[src/rtl/edge_detector_pkg.sv]
// Shared constants and helpers for the multi-channel edge detector.
// Optional debounce is enabled by defining EDGE_DEBOUNCE_EN.
package edge_detector_pkg;

    localparam int unsigned MODE_W = 2;

    localparam logic [MODE_W-1:0] EDGE_OFF  = 2'b00;
    localparam logic [MODE_W-1:0] EDGE_RISE = 2'b01;
    localparam logic [MODE_W-1:0] EDGE_FALL = 2'b10;
    localparam logic [MODE_W-1:0] EDGE_BOTH = 2'b11;

    // Debounce counter width: max(1, clog2(cycles)); holds 0..cycles-1.
    function automatic int unsigned cnt_width(input int unsigned cycles);
        return (cycles > 1) ? $clog2(cycles) : 1;
    endfunction

endpackage

[src/rtl/edge_channel.sv]
// One edge-detector channel: synchroniser, optional debounce (EDGE_DEBOUNCE_EN),
// accepted level, registered rise/fall pulses, mode-filtered event and sticky pending.
module edge_channel
    import edge_detector_pkg::*;
#(
    parameter int unsigned SYNC_STAGES     = 2,
    parameter int unsigned DEBOUNCE_CYCLES = 8
) (
    input  logic              clk,
    input  logic              reset,
    input  logic              a,
    input  logic [MODE_W-1:0] mode,
    input  logic              clear,
    output logic              level,
    output logic              rise,
    output logic              fall,
    output logic              evt,
    output logic              pending
);

    // Elaboration-time parameter sanity checks.
    if (SYNC_STAGES < 2 || SYNC_STAGES > 4) begin : g_bad_sync
        $error("edge_channel: SYNC_STAGES must be 2..4");
    end
    if (DEBOUNCE_CYCLES < 1) begin : g_bad_debounce
        $error("edge_channel: DEBOUNCE_CYCLES must be >= 1");
    end

    logic [SYNC_STAGES-1:0] sync_q;
    logic                   sync_out;
    logic                   accept;
    logic                   level_q, level_d;
    logic                   rise_q, rise_d;
    logic                   fall_q, fall_d;
    logic                   evt_q, evt_d;
    logic                   pending_q, pending_d;

    assign sync_out = sync_q[SYNC_STAGES-1];

    // Synchroniser shift register; a enters at bit 0.
    always_ff @(posedge clk) begin
        if (reset) begin
            sync_q <= '0;
        end else begin
            sync_q <= {sync_q[SYNC_STAGES-2:0], a};
        end
    end

`ifdef EDGE_DEBOUNCE_EN
    localparam int unsigned   CntW   = cnt_width(DEBOUNCE_CYCLES);
    localparam logic [CntW-1:0] CntMax = CntW'(DEBOUNCE_CYCLES - 1);

    logic [CntW-1:0] cnt_q, cnt_d;

    // Count consecutive mismatching cycles; accept on the last one and restart.
    always_comb begin
        accept = 1'b0;
        cnt_d  = '0;
        if (sync_out != level_q) begin
            if (cnt_q == CntMax) begin
                accept = 1'b1;
            end else begin
                cnt_d = cnt_q + CntW'(1);
            end
        end
    end

    // Debounce counter state.
    always_ff @(posedge clk) begin
        if (reset) begin
            cnt_q <= '0;
        end else begin
            cnt_q <= cnt_d;
        end
    end
`else
    assign accept = (sync_out != level_q);
`endif

    // Next-state for level, pulses, event and pending; a new event beats a clear.
    always_comb begin
        level_d   = accept ? sync_out : level_q;
        rise_d    = accept & sync_out;
        fall_d    = accept & ~sync_out;
        evt_d     = (rise_d & mode[0]) | (fall_d & mode[1]);
        pending_d = evt_d | (pending_q & ~clear);
    end

    // Output registers.
    always_ff @(posedge clk) begin
        if (reset) begin
            level_q   <= 1'b0;
            rise_q    <= 1'b0;
            fall_q    <= 1'b0;
            evt_q     <= 1'b0;
            pending_q <= 1'b0;
        end else begin
            level_q   <= level_d;
            rise_q    <= rise_d;
            fall_q    <= fall_d;
            evt_q     <= evt_d;
            pending_q <= pending_d;
        end
    end

    assign level   = level_q;
    assign rise    = rise_q;
    assign fall    = fall_q;
    assign evt     = evt_q;
    assign pending = pending_q;

endmodule

[src/rtl/edge_detector_multi.sv]
// Multi-channel edge detector top: CHANNELS independent edge_channel instances.
// Debounce is present only when EDGE_DEBOUNCE_EN is defined.
module edge_detector_multi
    import edge_detector_pkg::*;
#(
    parameter int unsigned CHANNELS        = 4,
    parameter int unsigned SYNC_STAGES     = 2,
    parameter int unsigned DEBOUNCE_CYCLES = 8
) (
    input  logic                       clk,
    input  logic                       reset,
    input  logic [CHANNELS-1:0]        a_i,
    input  logic [MODE_W*CHANNELS-1:0] mode_i,
    input  logic [CHANNELS-1:0]        clear_i,
    output logic [CHANNELS-1:0]        level_o,
    output logic [CHANNELS-1:0]        rising_edge,
    output logic [CHANNELS-1:0]        falling_edge,
    output logic [CHANNELS-1:0]        event_o,
    output logic [CHANNELS-1:0]        pending_o
);

    // One channel per input bit; mode_i is sliced two bits per channel.
    for (genvar k = 0; k < CHANNELS; k++) begin : g_chan
        edge_channel #(
            .SYNC_STAGES    (SYNC_STAGES),
            .DEBOUNCE_CYCLES(DEBOUNCE_CYCLES)
        ) u_chan (
            .clk    (clk),
            .reset  (reset),
            .a      (a_i[k]),
            .mode   (mode_i[MODE_W*k +: MODE_W]),
            .clear  (clear_i[k]),
            .level  (level_o[k]),
            .rise   (rising_edge[k]),
            .fall   (falling_edge[k]),
            .evt    (event_o[k]),
            .pending(pending_o[k])
        );
    end

endmodule

[config.mk]
export PLATFORM = sky130hd
export DESIGN_NAME = edge_detector_multi
export DESIGN_NICKNAME = d
export VERILOG_FILES = /design/src/rtl/edge_detector_pkg.sv /design/src/rtl/edge_channel.sv /design/src/rtl/edge_detector_multi.sv
export SDC_FILE = /design/constraint.sdc
export NUM_CORES = 1
export LEC_CHECK = 0
export CAP_MARGIN = 20
export CORE_MARGIN = 5
export CORE_UTILIZATION = 45
export CTS_CLUSTER_SIZE = 12
export DETAILED_ROUTE_END_ITERATION = 8
export PLACE_DENSITY_LB_ADDON = 0.08
export SLEW_MARGIN = 20
export SYNTH_ARGS = -nofsm -noshare
export SYNTH_HDL_FRONTEND = slang
export SYNTH_SLANG_ARGS = --single-unit
export TNS_END_PERCENT = 20
[constraint.sdc]
create_clock -name clk -period 1.2 [get_ports clk]
set_input_delay 0.36 -clock clk [delete_from_list [all_inputs] [get_ports clk]]
set_output_delay 0.36 -clock clk [all_outputs]
set_load 0.1 [all_outputs]
# Word level (Yosys, flattened, before mapping)
# Cells that the tools add are included.
[word_totals] register_bits=28 input_bits=18 wordCells=64
[classes] eq_ne=4 n_bitwise=36
[ops] operator="1-bit bitwise AND" count=20
[ops] operator="1-bit inverter" count=8
[ops] operator="1-bit OR" count=8
[ops] operator="1-bit != test" count=4

# Depth between registers and ports, before layout
[logic_depth] word_depth=5 depth_mapped=4 mapped_depth_nobuf=4

# Hierarchy
# Synthesis repeated with hierarchy kept, for this count alone.
[hier_totals] cells_unflattened=84 area_unflattened_um2=1001.0
[modules_own_cells] module="edge_channel" instances=4 cells_each=21 area_per_inst_um2=250.2 seq_area_each_um2=140.1

# Worst setup path before layout
# OpenSTA, ideal clock, no wires.
[synth_path] path_type="reg-to-output" from="reg g_chan[0].u_chan.level_q" to="out level_o[0]" arrival_ps=633 required_time_ps=840 setup_slack_ps=207 path_stages_with_launch=2 path_buffers=1 cell_sequence="dfxtp_1 -> buf_4"
[synth_rtl] item="start: declaration" line_no="edge_channel.sv:32" source="logic level_q, level_d;"
[synth_rtl] item="start signal: assignment" line_no="edge_channel.sv:98" source="level_q <= level_d;"
[synth_rtl] item="end: declaration" line_no="edge_detector_multi.sv:15" source="output logic [CHANNELS-1:0] level_o,"
# No word-level cell between the ends.

# Worst setup path after layout
[layout_path] from="reg g_chan[3].u_chan.pending_q" to="out pending_o[3]"
[layout_rtl] item="start: declaration" line_no="edge_channel.sv:36" source="logic pending_q, pending_d;"
[layout_rtl] item="start signal: assignment" line_no="edge_channel.sv:102" source="pending_q <= pending_d;"
[layout_rtl] item="end: declaration" line_no="edge_detector_multi.sv:19" source="output logic [CHANNELS-1:0] pending_o"
# No word-level cell between the ends.

==> results.yml <==
timing:
  finalClockSkew_ns: 0.00189
  max_slew_margin: 0.836
  setup_tns_ns: -0.403
  fin_ws_ns: -0.0397
  finalSetupViolCount: 20
  finalCritPeriodShare: 1.03
  grt_setup_unrepaired: "true"
  tightest_slew_ns: 0.247
  hold_viol: 0
  finalCriticalPeriod_ns: 1.24
  max_freq_ghz: 0.807
  fin_hold_ws_ns: 0.450
  report.final.slew_viol_count: 0
final_layout:
  nFillCells: 197
  drive_above_1_share: 0.511
  finalInstanceArea_um2: 1780
  stdcell_count: 165
  synthToLayoutAreaGrowth_pct: 51.0
  final_nets: 162
  antennaDiodeCount: 0
clock_tree:
  cts_buffers: 3
  htreeDepth: 1
  clock-sinks: 28
  clkLatencyLatePin_ns: 0.32
  cts_tree: "built"
  cts-root-buf: "clkbuf_4"
  cts_max_path_buffers: 2
  clkTransAtPathRegs_ns: 0.13
critical_path:
  crit_family: "flip-flops"
  path_buf_inv: 1
  worstReg2RegEnd: "g_chan[2].u_chan.pending"
  worstRegToRegCells: 5
  slowest_delay_ns: 0.38
  cp_slowest_cell: "dfxtp_2"
  cp_max_fo: 2
  cp-end-kind: "output pin"
  path_class: "reg -> out"
  crit_arrival_ns: 0.88
  regToRegSetupSlack_ns: 0.08
  worstReg2RegStart: "g_chan[2].u_chan.level"
  cp.required_ns: 0.84
  path_cells: "buf_12"
  start_kind: "flop"
route:
  vias: 714
  ant_nets: 0
  drtPass1Iterations: 3
  drt_iter0_markers: 13
  drt-vias-per-instance: 4.33
  wl_per_cell_um: 11.2
  totalWireLength_um: 1840
  drcViolationCount: 0
synthesis:
  synthTopCellsByArea: "dfxtp_1 (48%), buf_4 (13%), ha_1 (8.5%), nor2b_2 (4.5%), mux2i_1 (3.4%)"
  synth_compound_area_frac: 0.0551
  synth_top_area_frac: 0.475
  synth_top_family_by_area: "buffers and inverters"
  synth.avg_cell_area_um2: 11.0
  synth_simple_gate_area_frac: 0.162
  synth_seq_cells: 28
  syn_inst: 107
  ys_seq_area_frac: 0.475
  syn_area_um2: 1180
  syn_nets: 133
  muxShareOfSynthArea: 0.0339
  synth_top_area_cell: "dfxtp_1"
  yosys_warnings: 0
  synthXorXnorAreaFrac: 0
  synth_cell_types: 15
  yosys.area_share.adder: 0.0848
global_route:
  grt_pass1_vias: 702
  grt_pass1_wl_um: 2840
  met1_usage: 0.118
  use_met2: 0.177
  antenna_found_initial: 0
  grt_max_degree: 16
  grt_use_met3: 0.0273
  track_usage: 0.106
  grt-ovfl-total: 0
  grt-busiest-layer: "met2"
pwr:
  leakage_nw: 0.742
  total_power_mw: 1.72
  power.density_nw_per_um2: 964
  ir_worst_vdd_mv: 0.744
floorplanning:
  die_w_um: 61.2
  floorplan.die_area_um2: 3750
  io_pins: 38
  fp-row-count: 18
  core-area_um2: 2500
  die_y_um: 61.2
  initial_core_util: 0.472
placed_design:
  port-buffer-count: 37
  place_inst: 158
  dp_hpwl_um: 1450
  placed_area_um2: 1670
  routabilityCongestion: 0.672
status:
  outcome: "finished, violations left"
  violations: "negative setup slack"
min_path:
  worst_hold_path.endpoint: "g_chan[1].u_chan.sync_q[1]"
  hold_depth: 1
  hp-class: "reg -> reg"
  hp-start: "g_chan[1].u_chan.sync_q[0]"
flow_run:
  max_cap_viol_count: 0
state kept, by name, indices dropped and copies added (netlist names):
signal                 cells
g_chan.u_chan.level        4
g_chan.u_chan.pending      4
g_chan.u_chan.rise         4
g_chan.u_chan.fall         4
g_chan.u_chan.evt          4
g_chan.u_chan.sync_q       8
how the worst max path moves through the flow:
stage / from / slack [ns] / depth (start not counted) / endpoint
6_report: g_chan[3].u_chan.pending / -0.04 / 1 / pending_o[3]
2_1_floorplan: g_chan[0].u_chan.level / 0.21 / 1 / level_o[0]
5_1_grt: g_chan[1].u_chan.pending / -0.09 / 1 / pending_o[1]
3_3_place_gp: reset / -0.11 / 3 / g_chan[0].u_chan.fall
3_5_place_dp: reset / -0.14 / 3 / g_chan[0].u_chan.fall
4_1_cts: g_chan[2].u_chan.level / -0.07 / 1 / level_o[2]
final cells by class:
type                            count  area [um^2]  area share
Multi-Input combinational cell     48          412       0.231
Tap cell                           30         37.5      0.0211
Clock buffer                        4         36.3      0.0204
Timing Repair Buffer               47          671       0.376
Inverter                            8         30.0      0.0169
Sequential cell                    28          596       0.334
routing by layer:
metal,up-vias,routed length (um),part of all wire
met1,319,705,0.38
met3,4,120,0.065
met2,22,978,0.53
met4,0,35,0.019
met5,-,0,0
li1,369,-,-
cells in the mapped netlist, drive strengths merged:
cell type,n
nand2b,4
inv,8
a22oi,4
a21oi,4
ha,8
buf,23
nor2b,11
nor2,8
mux2i,4
and2b,5
dfxtp,28
kinds of logic (layout without fill, tap and decap cells):
group / after synthesis / in the layout
adders and majority gates: 8 / 8
and+or+nand+nor: 28 / 28
muxes: 4 / 4
buffers and inverters: 31 / 59
AOI/OAI and AO/OA: 8 / 8
DFF: 28 / 28
stage by stage:
step / util / setup slack, ns
after CTS: 0.706 / -0.0728
after global routing: 0.713 / -0.0873
after global placement: 0.669 / -0.111
after detailed placement: 0.669 / -0.136
after floorplan: - / 0.207
final: 0.713 / -0.0397
timing repair:
item                                    in CTS  in global routing
setup buffers                                4                  0
endpoints found under the hold margin        0                  0
hold buffers                                 0                  0
endpoints found under the setup margin      20                 27
gates resized for setup                     23                  4
report_power, final:
group | switching [mW] | leakage, nW | internal, mW
Sequential | 0.0177 | 0.239 | 0.950
Clock | 0.255 | 0.0210 | 0.186
Combinational | 0.154 | 0.482 | 0.156
layout by cell type, fill, tap and decap left out, drive strengths merged:
cell           netlist  routed
buf                 23      30
dfxtp               28      28
clkdlybuf4s50        0      17
nor2b               11      11
inv                  8       8
nor2                 8       8
ha                   8       8
and2b                5       5
mux2i                4       4
nand2b               4       4
a21oi                4       4
a22oi                4       4
clkbuf               0       4
(Power assumes the default switching activity.)
